### config.mk
export PLATFORM = sky130hd
export DESIGN_NAME = add_serial
export DESIGN_NICKNAME = d
export VERILOG_FILES = /design/src/rtl/add_serial.sv
export SDC_FILE = /design/constraint.sdc
export NUM_CORES = 1
export LEC_CHECK = 0
export ABC_AREA = 0
export CORE_MARGIN = 4
export CORE_UTILIZATION = 58
export CTS_CLUSTER_DIAMETER = 50
export DETAILED_ROUTE_END_ITERATION = 7
export PLACE_DENSITY = 0.89
export SLEW_MARGIN = 15
export SYNTH_ARGS = -nofsm -noshare
export SYNTH_HDL_FRONTEND = slang
export SYNTH_SLANG_ARGS = --single-unit
### constraint.sdc
create_clock -name i_clk -period 5.2 [get_ports i_clk]
set_input_delay 1.04 -clock i_clk [delete_from_list [all_inputs] [get_ports i_clk]]
set_output_delay 1.04 -clock i_clk [all_outputs]
set_load 0.02 [all_outputs]
### src/rtl/add_serial.sv
// ============================================================================
// Module   : add_serial
// Brief    : Bit-serial sign-magnitude adder, one magnitude bit per clock.
// Revision : 1.0 - initial release
// ============================================================================
`default_nettype none

module add_serial #(
    parameter int N = 8
) (
    input  logic         i_clk,
    input  logic         i_rst,
    input  logic [N-1:0] i_a,
    input  logic [N-1:0] i_b,
    input  logic         i_start,
    output logic         o_busy,
    output logic         o_done,
    output logic [N-1:0] o_out,
    output logic         o_carry
);

    localparam int CW = (N > 2) ? $clog2(N) : 1;
    localparam logic [CW-1:0] c_LAST = CW'(N - 2);

    typedef enum logic [1:0] {
        c_IDLE = 2'd0,
        c_PREP = 2'd1,
        c_CALC = 2'd2,
        c_DONE = 2'd3
    } state_t;

    state_t         r_state_q, w_state_d;
    logic [N-1:0]   r_a_q, w_a_d;
    logic [N-1:0]   r_b_q, w_b_d;
    logic [N-2:0]   r_res_q, w_res_d;
    logic [CW-1:0]  r_cnt_q, w_cnt_d;
    logic           r_cy_q, w_cy_d;
    logic           r_sub_q, w_sub_d;
    logic           r_sign_q, w_sign_d;
    logic [N-1:0]   r_out_q, w_out_d;
    logic           r_carry_q, w_carry_d;
    logic           r_done_q, w_done_d;
    logic           r_busy_q, w_busy_d;

    logic           w_bit;
    logic           w_cy_next;

    // In subtract mode r_a_q holds the larger magnitude, so the borrow never escapes
    always_comb begin
        w_bit     = r_a_q[0] ^ r_b_q[0] ^ r_cy_q;
        w_cy_next = r_sub_q ? ((~r_a_q[0] & r_b_q[0]) | (~(r_a_q[0] ^ r_b_q[0]) & r_cy_q))
                            : ((r_a_q[0] & r_b_q[0]) | ((r_a_q[0] ^ r_b_q[0]) & r_cy_q));
    end

    always_comb begin
        w_state_d = r_state_q;
        w_a_d     = r_a_q;
        w_b_d     = r_b_q;
        w_res_d   = r_res_q;
        w_cnt_d   = r_cnt_q;
        w_cy_d    = r_cy_q;
        w_sub_d   = r_sub_q;
        w_sign_d  = r_sign_q;
        w_out_d   = r_out_q;
        w_carry_d = r_carry_q;

        case (r_state_q)
            c_IDLE: begin
                if (i_start) begin
                    w_a_d     = i_a;
                    w_b_d     = i_b;
                    w_state_d = c_PREP;
                end
            end
            c_PREP: begin
                w_sub_d = r_a_q[N-1] ^ r_b_q[N-1];
                if (!w_sub_d) begin
                    w_sign_d = r_a_q[N-1];
                end else if (r_a_q[N-2:0] > r_b_q[N-2:0]) begin
                    w_sign_d = r_a_q[N-1];
                end else if (r_b_q[N-2:0] > r_a_q[N-2:0]) begin
                    w_sign_d       = r_b_q[N-1];
                    w_a_d[N-2:0]   = r_b_q[N-2:0];
                    w_b_d[N-2:0]   = r_a_q[N-2:0];
                end else begin
                    w_sign_d = 1'b0;
                end
                w_cy_d    = 1'b0;
                w_cnt_d   = '0;
                w_res_d   = '0;
                w_state_d = c_CALC;
            end
            c_CALC: begin
                w_res_d      = {w_bit, r_res_q[N-2:1]};
                w_a_d[N-2:0] = r_a_q[N-2:0] >> 1;
                w_b_d[N-2:0] = r_b_q[N-2:0] >> 1;
                w_cy_d       = w_cy_next;
                w_cnt_d      = r_cnt_q + CW'(1);
                if (r_cnt_q == c_LAST) begin
                    w_out_d   = {r_sign_q, w_res_d};
                    w_carry_d = r_sub_q ? 1'b0 : w_cy_next;
                    w_state_d = c_DONE;
                end
            end
            c_DONE: begin
                w_state_d = c_IDLE;
            end
            default: begin
                w_state_d = c_IDLE;
            end
        endcase

        w_busy_d = (w_state_d != c_IDLE);
        w_done_d = (w_state_d == c_DONE);
    end

    always_ff @(posedge i_clk) begin
        if (i_rst) begin
            r_state_q <= c_IDLE;
            r_a_q     <= '0;
            r_b_q     <= '0;
            r_res_q   <= '0;
            r_cnt_q   <= '0;
            r_cy_q    <= 1'b0;
            r_sub_q   <= 1'b0;
            r_sign_q  <= 1'b0;
            r_out_q   <= '0;
            r_carry_q <= 1'b0;
            r_done_q  <= 1'b0;
            r_busy_q  <= 1'b0;
        end else begin
            r_state_q <= w_state_d;
            r_a_q     <= w_a_d;
            r_b_q     <= w_b_d;
            r_res_q   <= w_res_d;
            r_cnt_q   <= w_cnt_d;
            r_cy_q    <= w_cy_d;
            r_sub_q   <= w_sub_d;
            r_sign_q  <= w_sign_d;
            r_out_q   <= w_out_d;
            r_carry_q <= w_carry_d;
            r_done_q  <= w_done_d;
            r_busy_q  <= w_busy_d;
        end
    end

    assign o_busy  = r_busy_q;
    assign o_done  = r_done_q;
    assign o_out   = r_out_q;
    assign o_carry = r_carry_q;

endmodule

`default_nettype wire

==> run summary, run 1 <==
status: completed
die area: 0.00469 mm²
Min Hold Slack: 0.458 ns
DRC Markers: 0
Vias/cell: 5.64
VDD IR-drop max: 0.425 mV
Worst Reg-to-Reg Cells: 6
Synth Instances: 264
total grt overflow: 0
CP arrival: 3.38 ns
period utilization: 61.1%
Synth area leader: dfxtp_1
syn_nets: 298
Clk Latency, worst-skew pair: 0.30 ns
critical path class: reg -> reg
Post-Layout Cell Count: 331
core area: 0.00344 mm²
dpl hpwl: 3080 µm
worst slew pin tran: 1.12 ns
Fin. Hold Viols: 0
EDFF count, synth: 0
H-Tree Depth: 2
Worst Skew: 0.00628 ns
P_sw: 0.000660 W
Initial Util: 61.6%
die height: 68.5 µm
synth warn: 0
initial antenna violation count: 0
worst endpoint required time: 5.40 ns
most common cell in the netlist: dfxtp_1
Clock transition at path regs: 0.08 ns
Area contributors post-synth: dfxtp_1 (39%), a21oi_1 (9.2%), ha_1 (7.7%)
layout net count: 318
GP Congestion: 0.814
DR pass1 iterations: 4
crit-path max FO: 19
share of power burned in registers: 31.7%
Tot Pwr: 0.00146 W
post-cts hold buffer count: 0
Post-synth ARST share: 0%
antenna diode count: 0
max-cap violation count: 0
Mean Syn Cell Area: 8.03 µm²
WL per Instance: 13.4 µm
Core Util, Final: 73.1%
Commonest cells post-synth: dfxtp_1 (41), a21oi_1 (39), nand2_1 (33)
Root Buffer: clkbuf_8
Distinct cells, synth: 35
Antenna Nets Post-Route: 0
Post-synth top flop: dfxtp_1
Resized cells post-CTS: 0
Yosys reg bits: 41
Mapped Area: 0.00212 mm²
Rows: 21
internal power: 0.000798 W
via count: 1868
CTS tree: done
Pins Over Slew Limit: 0
setup violators final: 0
Synth top area share: 38.7%
largest net degree at the start of global routing: 27
port bufs: 29
DRT Wirelength: 4430 µm
CTS sink count: 41
Leak Pwr: 0.894 nW
first-pass GRT wire length: 7540 µm
relative slew slack: 24.9%
HP Class: reg -> reg
cts bufs inserted: 5
width of the chip: 68.5 µm
clock power share: 17.9%
sw frac: 45.3%
sequential-to-total area share from yosys stat: 38.7%
initial drt markers: 217
Placed Cells: 323
Clock Tree Buf Depth: 2
Final min period: 3.18 ns
pwr dens: 580 mW/mm²
vias in the first global route: 1764
IO Pins: 30
setup TNS: 0 ns
GRT Overall Usage: 21.5%
Max Freq: 315 MHz
setup bufs post-CTS: 0
share of layout cells above drive strength 1: 5.61%
Hold Path Depth: 2
unrepaired setup endpoints after global routing: false
P&R area growth vs syn: 18.6%
startpoint type of the worst setup path: register
Worst setup EP type: register
Logic pwr share: 50.3%
## registers in the layout (all words and copies together) (netlist names)
| signal | flops |
|---|---|
| r_a_q | 8 |
| r_b_q | 8 |
| o_out | 8 |
| r_res_q | 6 |
| o_busy | 1 |
| r_cy_q | 1 |
| o_done | 1 |
| r_sub_q | 1 |
| r_state_q | 2 |
| r_cnt_q | 3 |
| o_carry | 1 |
| r_sign_q | 1 |
## final timing paths
check / from / to / slack [ns]
hold reg to reg: o_out[0]$_SDFFE_PP0P_ / o_out[0]$_SDFFE_PP0P_ / 0.46
hold / removal: o_out[0]$_SDFFE_PP0P_ / o_out[0]$_SDFFE_PP0P_ / 0.46
setup reg to reg: r_state_q[1]$_SDFF_PP0_ / r_a_q[5]$_SDFFE_PP0P_ / 2.02
setup / recovery: r_state_q[1]$_SDFF_PP0_ / r_a_q[5]$_SDFFE_PP0P_ / 2.02
## cells in the final DEF (no fill, tap or decap), types with 2 or more instances in the layout
cell type         n
nand2_1          33
inv_1            15
and3_1            2
clkdlybuf4s50_1  29
o31ai_1           8
clkbuf_8          5
buf_4             2
a22oi_1          12
or4_1            13
nor3_1            3
dfxtp_1          41
fa_1              2
ha_1             13
o21ai_0           9
nand3b_1          2
nand3_1          10
a21oi_1          39
nor2_1           29
## kinds of logic (layout without fill, tap and decap cells)
logic type,count (synthesis),count (layout),share of synthesized area [%]
AO/OA/AOI/OAI,73,73,20.8
XOR/XNOR,1,1,0.413
adder cells (fa/ha/maj),15,15,9.56
buffers and inverters,33,54,6.61
flip-flops,41,41,38.7
multiplexers,1,1,0.472
AND/OR/NAND/NOR,100,100,23.4
## final cells by class
type                            count  area [µm²]
Clock inverter                      3        46.3
Tap cell                           46        57.6
Clock buffer                        5        68.8
Fill cell                         256         927
Sequential cell                    41         821
Multi-Input combinational cell    190        1160
Inverter                           15        56.3
Timing Repair Buffer               31         305
## routing by layer
layer | track usage (%) | share of wire, % | routed length [µm] | up-vias
met5 | 0 | 0 | 0 | -
met4 | 11.2 | 1.8 | 80 | 0
met1 | 26.7 | 45 | 2010 | 843
met3 | 4.43 | 5.4 | 240 | 7
met2 | 34.7 | 47 | 2100 | 55
li1 | - | - | - | 963
## metrics by stage
stage | cell area [µm²] | setup slack (ns)
global placement | 2400 | 2.10
floorplan | 2120 | 2.92
global route | 2510 | 1.81
CTS | 2510 | 2.02
finish | 2510 | 2.02
detailed placement | 2400 | 1.96
## power by group through the flow
| stage | registers [W] | clock network (W) | logic (W) |
|---|---|---|---|
| 2_1_floorplan | 0.000458 | 0 | 0.000591 |
| 3_3_place_gp | 0.000467 | 0 | 0.000701 |
| 3_5_place_dp | 0.000469 | 0 | 0.000723 |
| 4_1_cts | 0.000461 | 0.000261 | 0.000732 |
| 5_1_grt | 0.000475 | 0.000275 | 0.000825 |
| 6_report | 0.000462 | 0.000262 | 0.000734 |
## critical path, stage by stage (launching register included)
cell	delay, ns
dfxtp_1	0.32
inv_1	0.07
ha_1	0.63
inv_1	0.22
nor4_2	1.01
nor2_1	0.48
o31ai_1	0.36
Note: power is estimated with default switching activity, not from simulation.
==> run 2: changes to the inputs <==
--- a/config.mk
+++ b/config.mk
@@ -7,10 +7,10 @@
 export LEC_CHECK = 0
 export ABC_AREA = 0
 export CORE_MARGIN = 4
-export CORE_UTILIZATION = 58
+export CORE_UTILIZATION = 49
 export CTS_CLUSTER_DIAMETER = 50
 export DETAILED_ROUTE_END_ITERATION = 7
-export PLACE_DENSITY = 0.89
+export PLACE_DENSITY = 0.81
 export SLEW_MARGIN = 15
 export SYNTH_ARGS = -nofsm -noshare
 export SYNTH_HDL_FRONTEND = slang
==> constraint.sdc (replaced) <==
create_clock -name i_clk -period 2.7 [get_ports i_clk]
set_input_delay 0.54 -clock i_clk [delete_from_list [all_inputs] [get_ports i_clk]]
set_output_delay 0.54 -clock i_clk [all_outputs]
set_load 0.02 [all_outputs]
==> run 2 against run 1 <==
Net effect: non-clock buffer count is 5 higher; critical path type unchanged; highest routed layer unchanged; final area is 1.9% higher; via count is 3.4% higher.
==> run summary, run 2 (synthesis gave the netlist of run 1 again) <==
Max Freq: 441 MHz (+40%)
Tot Pwr: 0.00287 W (+97%)
VDD IR-drop max: 0.736 mV (+73%)
antenna diode count: 0 (unchanged)
Final min period: 2.27 ns (-0.910 ns)
DR pass1 iterations: 4 (unchanged)
most used cell along the critical path: inv_1
P_sw: 0.00126 W (+91%)
final instance area: 0.00256 mm² (+1.9%)
Logic pwr share: 51.2% (+0.9 points)
relative slew slack: 47.9% (+23 points)
critical path class: reg -> reg
IO Pins: 30 (unchanged)
max-cap violation count: 0 (unchanged)
dpl cell area: 0.00244 mm² (+1.8%)
dpl hpwl: 3130 µm (+1.6%)
post-cts hold buffer count: 0 (unchanged)
layout net count: 323 (+1.6%)
Vias/cell: 5.68 (+0.64%)
core area: 0.00409 mm² (+19%)
CTS tree: done
first-pass GRT wire length: 7530 µm (about the same)
width of the chip: 73.8 µm (+7.8%)
GP Congestion: 0.817 (+0.33%)
internal power: 0.00161 W (+100%)
setup TNS: 0 ns (unchanged)
share of power burned in registers: 31.0% (-0.7 points)
HP Class: reg -> reg
initial drt markers: 131 (-40%)
clock power share: 17.8% (about the same)
Root Buffer: clkbuf_8
status: completed
H-Tree Depth: 2 (unchanged)
die area: 0.00544 mm² (+16%)
Initial Util: 51.9% (-9.7 points)
worst reg2reg startpoint: r_state_q[0]$_SDFF_PP0_
initial antenna violation count: 0 (unchanged)
Worst Reg-to-Reg Cells: 6 (unchanged)
Clock transition at path regs: 0.08 ns (about the same)
Core Util, Final: 62.7% (-10 points)
setup bufs post-CTS: 0 (unchanged)
Worst Setup EP: o_busy$_SDFF_PP0_
r2r endpoint: o_busy$_SDFF_PP0_
CP arrival: 2.45 ns (-0.93 ns)
Worst setup EP type: register
most frequent cells in the layout: dfxtp_1 (41), a21oi_1 (39), nand2_1 (33)
period utilization: 84.0% (+23 points)
worst endpoint required time: 2.88 ns (-2.52 ns)
most common cell after layout, fill and taps aside: dfxtp_1
slowest CP cell: inv_1
DRT Wirelength: 4440 µm (+0.16%)
via count: 1931 (+3.4%)
unrepaired setup endpoints after global routing: false
r2r setup slk: 0.43 ns (-1.59 ns)
CP Launch Point: r_state_q[0]$_SDFF_PP0_
Clock Tree Buf Depth: 2 (unchanged)
GRT Overall Usage: 17.3% (-4.1 points)
Clk Latency, worst-skew pair: 0.29 ns (about the same)
startpoint type of the worst setup path: register
port bufs: 29 (unchanged)
worst path cell trace: inv_1 > ha_1 > inv_1 > buf_4 > nor2_1 > or2_2
total grt overflow: 0 (unchanged)
CTS sink count: 41 (unchanged)
Worst Skew: 0.00284 ns (-0.00344 ns)
pwr dens: 1120 mW/mm² (+93%)
share of layout cells above drive strength 1: 7.24% (+1.6 points)
Leak Pwr: 0.922 nW (+3.2%)
Antenna Nets Post-Route: 0 (unchanged)
slowest cell delay on critical path: 0.64 ns (-0.37 ns)
P&R area growth vs syn: 20.8%
crit-path max FO: 28 (+9)
WL per Instance: 13.1 µm (-2.5%)
die height: 73.8 µm (+7.8%)
Rows: 23 (+9.5%)
DRC Markers: 0 (unchanged)
cts bufs inserted: 5 (unchanged)
largest net degree at the start of global routing: 29 (+7.4%)
Resized cells post-CTS: 0 (unchanged)
vias in the first global route: 1742 (-1.2%)
worst slew pin tran: 0.780 ns (-0.337 ns)
Final WS setup: 0.432 ns (-1.59 ns)
Setup Slack @ Placement: 0.325 ns (-1.64 ns)
setup violators final: 0 (unchanged)
sw frac: 43.9% (-1.3 points)
Fin. Hold Viols: 0 (unchanged)
Pins Over Slew Limit: 0 (unchanged)
==> run 2: area by class of cell <==
| class | instances | area (µm²) |
|---|---|---|
| sequential | 41 | 821 |
| timing repair buffer | 36 | 343 |
| inverter | 15 | 56.3 |
| clock buffer | 6 | 82.6 |
| fill | 365 | 1520 |
| clock inverter | 2 | 37.5 |
| tap | 50 | 62.6 |
| multi-input combinational | 190 | 1160 |
==> run 2: power groups by stage <==
stage               Clock (W)  Sequential (W)  Combinational, W
global route         0.000539        0.000912           0.00166
finish               0.000512        0.000890           0.00147
global placement            0        0.000898           0.00144
detailed placement          0        0.000902           0.00146
CTS                  0.000519        0.000888           0.00147
floorplan                   0        0.000883           0.00114
==> run 2: worst max-delay path, delay by kind of cell (launching register included) <==
| family | cells | cell delay (ns) |
|---|---|---|
| flip-flops | 1 | 0.36 |
| buffers and inverters | 3 | 1.02 |
| AND/OR/NAND/NOR | 2 | 0.34 |
| adder cells (fa/ha/maj) | 1 | 0.44 |
==> run 2: worst min-delay path by stage <==
stage	start	end	slack [ns]	cells past startpoint
2_1_floorplan	r_res_q[1]$_SDFFE_PP0N_	r_res_q[1]$_SDFFE_PP0N_	0.43	2
3_3_place_gp	r_res_q[1]$_SDFFE_PP0N_	r_res_q[1]$_SDFFE_PP0N_	0.44	2
3_5_place_dp	o_out[2]$_SDFFE_PP0P_	o_out[2]$_SDFFE_PP0P_	0.45	2
4_1_cts	o_out[2]$_SDFFE_PP0P_	o_out[2]$_SDFFE_PP0P_	0.46	2
5_1_grt	o_out[3]$_SDFFE_PP0P_	o_out[3]$_SDFFE_PP0P_	0.48	2
6_report	r_res_q[1]$_SDFFE_PP0N_	r_res_q[1]$_SDFFE_PP0N_	0.45	2
==> run 2: layer usage <==
| metal | part of all wire, % | global-route usage (%) | wire length, µm |
|---|---|---|---|
| met1 | 46 | 22.1 | 2020 |
| met2 | 48 | 28.8 | 2120 |
| met3 | 5.0 | 3.01 | 223 |
| met4 | 1.7 | 6.84 | 74 |
| met5 | 0 | 0 | 0 |
==> run 2: through the flow <==
step / hold slack [ns] / instances
after global routing: 0.477 / 340
after floorplan: 0.432 / 264
after CTS: 0.457 / 340
after global placement: 0.440 / 332
after detailed placement: 0.446 / 332
final: 0.455 / 340
